==> config.mk <==
export PLATFORM = sky130hd
export DESIGN_NAME = reg_read_arbiter
export DESIGN_NICKNAME = d
export VERILOG_FILES = /design/src/rtl/reg_read_arbiter.sv
export SDC_FILE = /design/constraint.sdc
export NUM_CORES = 1
export LEC_CHECK = 0
export CORE_MARGIN = 2
export CORE_UTILIZATION = 35
export DETAILED_ROUTE_END_ITERATION = 10
export PLACE_DENSITY_LB_ADDON = 0.2
export REMOVE_ABC_BUFFERS = 1
export SYNTH_ARGS = -nofsm -noshare
export SYNTH_HDL_FRONTEND = slang
export SYNTH_SLANG_ARGS = --single-unit
==> constraint.sdc <==
create_clock -name Clk -period 2.1 [get_ports Clk]
set_clock_uncertainty 0.15 [all_clocks]
set_input_delay 0.42 -clock Clk [delete_from_list [all_inputs] [get_ports Clk]]
set_output_delay 0.42 -clock Clk [all_outputs]
set_load 0.03 [all_outputs]
==> src/rtl/reg_read_arbiter.sv <==
// Two-client read arbiter for a shared register: round-robin grant, snapshot, 4-phase ack.
// Latency: request sampled to ack is 2 cycles; a new request is held off while Busy is high.
module reg_read_arbiter #(
  parameter int WIDTH = 32,
  parameter int CNT_W = 16
) (
  input  logic             Clk,
  input  logic             Reset,
  input  logic [WIDTH-1:0] REG_IN,
  input  logic             Req,
  input  logic             Req2,
  output logic [WIDTH-1:0] OUT,
  output logic             Ack,
  output logic             Ack2,
  output logic             Busy,
  output logic [CNT_W-1:0] RdCount
);

  typedef enum logic [1:0] {
    S_IDLE      = 2'd0,
    S_SAMPLE    = 2'd1,
    S_ACK       = 2'd2,
    S_WAIT_DROP = 2'd3
  } state_t;

  localparam logic [1:0] CLIENT1 = 2'd1;
  localparam logic [1:0] CLIENT2 = 2'd2;

  state_t           r_state;
  logic [1:0]       r_grant;
  logic [1:0]       r_last;
  logic [WIDTH-1:0] r_out;
  logic             r_ack;
  logic             r_ack2;
  logic             r_busy;
  logic [CNT_W-1:0] r_cnt;

  logic             w_gnt_req;
  logic [1:0]       w_pick;

  assign w_gnt_req = (r_grant == CLIENT1) ? Req : Req2;

  // On a tie the client that was not served last wins, so neither can starve.
  always_comb begin
    w_pick = CLIENT1;
    if (Req && Req2) begin
      w_pick = (r_last == CLIENT1) ? CLIENT2 : CLIENT1;
    end else if (Req2) begin
      w_pick = CLIENT2;
    end
  end

  always_ff @(posedge Clk) begin
    if (Reset) begin
      r_state <= S_IDLE;
      r_grant <= CLIENT1;
      r_last  <= CLIENT2;
      r_out   <= '0;
      r_ack   <= 1'b0;
      r_ack2  <= 1'b0;
      r_busy  <= 1'b0;
      r_cnt   <= '0;
    end else begin
      case (r_state)
        S_IDLE: begin
          if (Req || Req2) begin
            r_grant <= w_pick;
            r_busy  <= 1'b1;
            r_state <= S_SAMPLE;
          end
        end
        S_SAMPLE: begin
          r_out   <= REG_IN;
          r_ack   <= (r_grant == CLIENT1);
          r_ack2  <= (r_grant == CLIENT2);
          r_state <= S_ACK;
        end
        S_ACK: begin
          r_ack   <= 1'b0;
          r_ack2  <= 1'b0;
          r_last  <= r_grant;
          r_cnt   <= r_cnt + {{(CNT_W-1){1'b0}}, 1'b1};
          if (!w_gnt_req) begin
            r_busy  <= 1'b0;
            r_state <= S_IDLE;
          end else begin
            r_state <= S_WAIT_DROP;
          end
        end
        S_WAIT_DROP: begin
          if (!w_gnt_req) begin
            r_busy  <= 1'b0;
            r_state <= S_IDLE;
          end
        end
        default: begin
          r_ack   <= 1'b0;
          r_ack2  <= 1'b0;
          r_busy  <= 1'b0;
          r_state <= S_IDLE;
        end
      endcase
    end
  end

  assign OUT     = r_out;
  assign Ack     = r_ack;
  assign Ack2    = r_ack2;
  assign Busy    = r_busy;
  assign RdCount = r_cnt;

endmodule

After elaboration in Yosys (flattened, before gate mapping)
Index checks and enable logic that the tools add are counted.

Bits in registers: 57. Output and inout port bits: 51.

$add $sub $neg: 1. Eq/ne operators: 9. Muxes and demuxes: 13. Reductions and logical operators: 9.

Operator list (number): $add 16x1->16 const B (1); $mux 2 (6); $pmux 2 s4 (1); $eq 2x1->1 const B (3); $eq 2x2->1 const B (3); $ne 2x2->1 const B (3); $pmux 1 s2 (3); $reduce_and 2->1 (2); $reduce_bool 2->1 (2); $mux 1 (3); $reduce_and 3->1 (1); $logic_not 2->1 (1); $reduce_or 2->1 (1); $logic_and 1x1->1 (1); $logic_or 1x1->1 (1).

Longest topological paths before layout
Gate-level depths: netlist of run 1.

Depth in word-level cells: 4. Mapped depth: 6. Gate-level depth less buffers: 6.

Worst setup path before layout of run 1
Ideal clock, no wire load.

Path kind: flip-flop to flip-flop. Start: reg r_cnt[0] (netlist: RdCount[0]). End: reg r_cnt[12] (netlist: RdCount[12]). Library setup time: 128 ps. Arrival time: 1458 ps. Path slack: 364 ps. Cell stages (with the launch flop): 6. Period minus slack after synthesis: 1736 ps. Cell sequence: dfxtp_1 > ha_1 > nand3_1 > nor4_2 > xnor2_1 > nor2_1.

Cells in the longest elaborated chain, start to end: 1.

Ends and longest elaborated chain: start, declared (line 36) `logic [CNT_W-1:0] r_cnt;`; start signal, assigned (line 82) `r_cnt <= r_cnt + {{(CNT_W-1){1'b0}}, 1'b1};`; $add 16x1->16 (line 82).

No other way between the ends. A chain may end at the register's enable or synchronous reset.

Worst setup path in the final report of run 1
Start: reg r_cnt[9] (netlist: RdCount[9]). End: out RdCount[9].

RTL lines: end, declared (line 16) `output logic [CNT_W-1:0] RdCount`.

No word-level cell between the ends.

==> impl_metrics.csv, run 1 <==
group,metric,value,unit
clocking,cts_buffers,9,
floorplanning,die_y,85.9,um
global_routing,grt_first_pass_wirelength,8820,um
global_routing,grt_use_total,15.2,%
synth,yosys.cell_types.count,35,
floorplanning,initial_utilization,36.6,%
clocking,ctsHtreeMaxLevel,3,
synth,yosys-top-cells-area,"dfxtp_1, mux2i_1, nor2_1",
worst_setup_path,worstSetupPathType,"flip-flop to output pin",
job,maxCapViolations,0,
timing,hold_violations,0,
worst_setup_path,endpoint_kind,"output pin",
clocking,cts_max_path_buffers,2,
worst_setup_path,worst_path_dominant_cell_family,"buffers and inverters",
pwr,cellPowerDensity,894,nW/um2
outcome,status,"finished, final reports clean",
timing,drv_slew,0,
routing,remaining_drc_errors,0,
clocking,insertion_delay,0.33,ns
synth,avgSynthCellArea,10.0,um2
placed_design,hpwl,3740,um
clocking,path_clk_slew,0.07,ns
floorplanning,die_w,85.9,um
synth,synth_seq_cells,57,
synth,synth.top_cell.area_share,48.6,%
routing,viasPerCell,4.75,
synth,ys_seq_area_share,48.6,%
worst_setup_path,slowest_stage,"clkdlybuf4s50_1",
routing,wl_per_cell,13.2,um
worst_setup_path,worstPathMaxFanout,3,
timing,tightestPinTransition,0.414,ns
routing,drt_first_iter_violations,35,
timing,rsz0062_at_grt,"no",
clocking,numClockSinks,57,
global_routing,grt_max_degree,40,
finish,antenna_cells,0,
pwr,ir_drop,0.427,mV
worst_setup_path,arrival,1.46,ns
synth,syn_inst,235,
global_routing,grt_overflow,0,
finish,regArea,1140,um2
global_routing,grt_pass1_vias,1835,
worst_setup_path,cpPeakStageDelay,0.71,ns
finish,num-nets-final,370,
clocking,root_buffer,"clkbuf_8",
routing,dr_total_vias,1943,
finish,area_growth,51.4,%
pwr,seqPwrFrac,39.4,%
placed_design,port_buffers,86,
routing,drt-total-wl,5380,um
worst_setup_path,startpoint_type,"flip-flop",
finish,multi_input_area,1140,um2
floorplanning,fp.dieArea,7380,um2
finish,fill_cells,579,
pwr,combPwrFrac,26.5,%
pwr,internal_power,2.27,mW
placed_design,place_inst,394,
floorplanning,core,6420,um2
timing,fmax,493,MHz
synth,ys_warn_count,0,
routing,firstDrtPassIters,3,
clocking,cts_tree,"done",
clocking,ctsHoldBuffers,0,
timing,post-route-period-util,96.7,%
timing,setup_viol,0,
floorplanning,io_pins,87,
routing,antenna_left,0,
pwr,power_leakage,1.41,nW
timing,maxSlewHeadroom,72.4,%
worst_setup_path,cp_cell_sequence,"clkdlybuf4s50_1",
finish,finalNonFillerCells,409,
worst_hold_path,hold_path.class,"flip-flop to flip-flop",
timing,whs,0.321,ns
synth,synth_area,2350,um2
worst_setup_path,path_buf_inv,1,
floorplanning,rows,29,
timing,fin_crit,2.03,ns
worst_setup_path,cp.required,1.53,ns
pwr,swShare,28.8,%
pwr,power.share.clock,34.2,%
global_routing,antenna_found_initial,0,
finish,drive_gt1_share,9.94,%
synth,synth_top_cell_by_area,"dfxtp_1",
pwr,power.switching,916,uW
placed_design,place_congestion,0.819,
[layer usage]
layer	part of all wire (%)	GRT usage, %	routed length, um
met1	48	19.8	2560
met2	42	23.0	2260
met3	8.3	4.33	448
met4	2.0	7.36	108
met5	0	0	0
[metrics by stage]
step | TNS [ns] | power (mW) | instance area, um2 | utilization (%) | worst slack, ns
2_1_floorplan | -3.15 | 1.78 | 2300 | - | -0.0984
3_3_place_gp | 0 | 2.11 | 3340 | 51.9 | 0.106
3_5_place_dp | 0 | 2.13 | 3340 | 51.9 | 0.0497
4_1_cts | 0 | 3.23 | 3550 | 55.3 | 0.0178
5_1_grt | 0 | 3.35 | 3560 | 55.4 | 0.0151
6_report | 0 | 3.18 | 3560 | 55.4 | 0.0698
[kinds of logic after synthesis]
| group | count (synthesis) | synth area share (%) |
|---|---|---|
| simple gates | 88 | 20.0 |
| flops | 57 | 48.6 |
| mux | 37 | 15.8 |
| compound gates | 17 | 4.69 |
| buf+inv | 17 | 2.93 |
| xor+xnor | 13 | 4.85 |
| fa+ha+maj | 6 | 3.19 |
[layout make-up]
type / instances / area share (%)
clock buffers: 13 / 5.03
multi-input cells: 161 / 32.1
well taps: 77 / 2.71
clock inverters: 2 / 0.985
inverters: 6 / 0.633
flip-flops and latches: 57 / 32.1
repair buffers: 93 / 26.5
[cells in the final DEF, fill, tap and decap left out, types with 2 or more instances in the layout]
| cell | Yosys | routed |
|---|---|---|
| mux2i_1 | 36 | 36 |
| buf_4 | 0 | 5 |
| clkbuf_8 | 0 | 13 |
| o31a_1 | 2 | 2 |
| ha_1 | 6 | 5 |
| xnor2_1 | 10 | 10 |
| a21oi_1 | 5 | 5 |
| nand2_1 | 4 | 4 |
| inv_1 | 6 | 6 |
| or3_1 | 2 | 2 |
| clkdlybuf4s50_1 | 0 | 80 |
| buf_12 | 0 | 2 |
| nor4_2 | 5 | 5 |
| nand3_1 | 5 | 5 |
| nor3_1 | 5 | 5 |
| nand4_1 | 3 | 3 |
| dfxtp_1 | 57 | 57 |
| dlymetal6s2s_1 | 0 | 4 |
| o21ai_0 | 3 | 3 |
| nor2_1 | 53 | 53 |
| nand2b_1 | 2 | 2 |
| o21a_1 | 2 | 2 |
| nor2b_1 | 2 | 2 |
| xor2_1 | 3 | 3 |
[final timing paths]
check / startpoint / endpoint / slack, ns / depth (start not counted)
worst min-delay path: Ack2$_SDFFE_PP0P_ / Ack2$_SDFFE_PP0P_ / 0.32 / 2
worst min register to register: Ack2$_SDFFE_PP0P_ / Ack2$_SDFFE_PP0P_ / 0.32 / 2
worst max register to register: r_state[0]$_SDFFE_PP0P_ / r_state[1]$_SDFFE_PP0P_ / 0.26 / 6
worst max-delay path: RdCount[9]$_SDFFE_PP0N_ / RdCount[9] / 0.07 / 1
[Yosys cell counts (all sizes together)]
library cell	number
nor4	6
mux2	1
ha	6
clkbuf	5
nand4	5
o31a	2
nand4b	1
dfxtp	57
a211o	1
nor2	53
inv	6
nand3	6
a31oi	1
nand2	4
o21ai	4
nor3	5
or3	2
nor2b	2
nand2b	2
a21o	1
a21oi	5
nor3b	1
xnor2	10
nand3b	1
xor2	3
a32o	1
mux2i	36
buf	6
o21a	2
[registers in the layout, indices dropped and copies added (netlist names)]
name and flops:
OUT 32, RdCount 16, r_grant 2, r_last 2
r_state 2, Ack 1, Ack2 1, Busy 1
[timing repair]
action / in CTS / in global routing
endpoints found under the setup margin: 1 / 4
buffers inserted: 0 / 0
hold endpoints to repair: 0 / 0
gates cloned: 0 / 0
resized for setup: 1 / 4
[power by group through the flow]
stage               clock network, mW  registers (mW)  logic (mW)
floorplan                           0            1.45       0.336
global placement                    0            1.27       0.843
detailed placement                  0            1.28       0.849
CTS                              1.12            1.25       0.852
global route                     1.18            1.27       0.904
finish                           1.09            1.25       0.842
Note: power is estimated with default switching activity, not from simulation.
==> run 2, diff against run 1 <==
Settings changed: CORE_UTILIZATION 35 to 44, HOLD_SLACK_MARGIN set to 0.08.
==> run 2 against run 1 <==
  * Total power decreased by 3.1%
  * First-iteration DRC count up 110%
  * Critical path depth is the same
  * Combinational power is 0.7% lower
  * Final area decreased by 1.1%
==> impl_metrics.csv, run 2 (synthesized netlist as in run 1, its figures left out) <==
group,metric,value,unit
outcome,status,"finished, final reports clean",
clocking,insertion_delay,0.33,ns
finish,final_util,68.5,%
worst_setup_path,worstPathMaxFanout,4,
floorplanning,die_w,77.1,um
worst_hold_path,hold_path.class,"input port to flip-flop",
global_routing,grt_overflow,0,
routing,drt_first_iter_violations,72,
placed_design,port_buffers,86,
timing,final.setup.worst_slack,0.0545,ns
worst_setup_path,cp.required,1.53,ns
routing,firstDrtPassIters,4,
timing,maxSlewHeadroom,77.7,%
finish,final_area,3520,um2
global_routing,grt_first_pass_wirelength,8690,um
pwr,power_leakage,1.37,nW
routing,remaining_drc_errors,0,
finish,finalNonFillerCells,403,
clocking,ctsHtreeMaxLevel,3,
floorplanning,initial_utilization,45.7,%
timing,drv_slew,0,
routing,drt-total-wl,5250,um
worst_setup_path,arrival,1.48,ns
floorplanning,die_y,77.1,um
worst_setup_path,path_buf_inv,1,
clocking,root_buffer,"clkbuf_8",
finish,area_growth,49.7,%
global_routing,grt_pass1_vias,1874,
timing,whs,0.263,ns
routing,viasPerCell,4.87,
placed_design,hpwl,3670,um
clocking,numClockSinks,57,
worst_setup_path,endpoint_kind,"output pin",
worst_setup_path,worstSetupPathType,"flip-flop to output pin",
pwr,p_total,3.08,mW
finish,num-nets-final,370,
floorplanning,io_pins,87,
clocking,cts_max_path_buffers,2,
finish,final_cell_mix,"clkdlybuf4s50_1, dfxtp_1, nor2_1",
routing,antenna_left,0,
placed_design,place_area,3310,um2
clocking,path_clk_slew,0.07,ns
finish,largest_reg_flops,32,
worst_setup_path,startpoint_type,"flip-flop",
global_routing,grt_use_total,18.5,%
routing,wl_per_cell,13.0,um
worst_setup_path,slowest_stage,"clkdlybuf4s50_1",
timing,hold_violations,0,
timing,rsz0062_at_grt,"no",
floorplanning,fp.dieArea,5940,um2
finish,final_common_cell,"clkdlybuf4s50_1",
timing,setup_viol,0,
timing,post-route-period-util,97.4,%
floorplanning,core,5140,um2
floorplanning,rows,26,
worst_setup_path,cp_cell_sequence,"clkdlybuf4s50_1",
finish,drive_gt1_share,10.5,%
worst_setup_path,cpPeakStageDelay,0.71,ns
clocking,cts_tree,"done",
pwr,cellPowerDensity,876,nW/um2
global_routing,antenna_found_initial,0,
timing,fin_crit,2.05,ns
placed_design,place_inst,387,
timing,tns,0,ns
placed_design,preCtsSetupSlack,0.0660,ns
pwr,ir_drop,0.546,mV
clocking,cts_buffers,9,
job,maxCapViolations,0,
timing,tightestPinTransition,0.334,ns
global_routing,grt_max_degree,33,
placed_design,place_congestion,0.735,
routing,dr_total_vias,1963,
finish,antenna_cells,0,
finish,fill_cells,441,
worst_setup_path,worst_path_dominant_cell_family,"buffers and inverters",
timing,fmax,489,MHz
[run 2: changes by cell type in the layout (fill, tap and decap cells not counted), sizes merged]
cell	previous run	this run
clkinv	1	3
clkdlybuf4s50	80	81
clkinvlp	0	3
dlymetal6s2s	4	3
clkbuf	13	9
[run 2: final timing paths]
path	depth (start not counted)	to	startpoint	slack (ns)
setup / recovery	1	RdCount[8]	RdCount[8]$_SDFFE_PP0N_	0.05
hold reg to reg	2	Ack2$_SDFFE_PP0P_	Ack2$_SDFFE_PP0P_	0.33
hold / removal	2	r_last[0]$_SDFFE_PP0N_	Reset	0.26
setup reg to reg	6	Busy$_SDFFE_PP0P_	r_state[1]$_SDFFE_PP0P_	0.24
[run 2: repair_timing]
action | 4_1_cts | 5_1_grt
buffers inserted | 0 | 0
setup endpoints to repair | 1 | 5
cloned | 0 | 0
resized for setup | 1 | 4
hold buffers | 0 | 0
[run 2: layer usage]
metal	part of all wire [%]	GRT usage [%]	vias up	wire (um)
met4	0.86	8.04	0	45
met5	0	0	-	0
li1	-	-	988	-
met3	6.4	6.82	4	334
met2	43	28.3	73	2280
met1	49	23.3	898	2590
[run 2: report_power, final]
| group | switching [mW] | internal [mW] | total (mW) |
|---|---|---|---|
| sequential | 0.0653 | 1.19 | 1.26 |
| clock | 0.448 | 0.544 | 0.992 |
| combinational | 0.434 | 0.402 | 0.836 |
| total | 0.947 | 2.14 | 3.08 |
[run 2: final cells by class]
cell class              instances  area, um2  share of cell area [%]
flip-flops and latches         57       1140                    32.4
inverters                       6       22.5                   0.640
clock buffers                   9        124                    3.52
well taps                      70       87.6                    2.49
multi-input cells             161       1140                    32.5
clock inverters                 7       71.3                    2.03
repair buffers                 93        927                    26.4
[run 2: worst reg2reg max path, delay by kind of cell (launching register included)]
family,cells,cell delay [ns]
simple gates,1,0.33
buf+inv,1,0.19
compound gates,2,0.18
flops,1,0.34
fa+ha+maj,1,0.24
mux,1,0.34
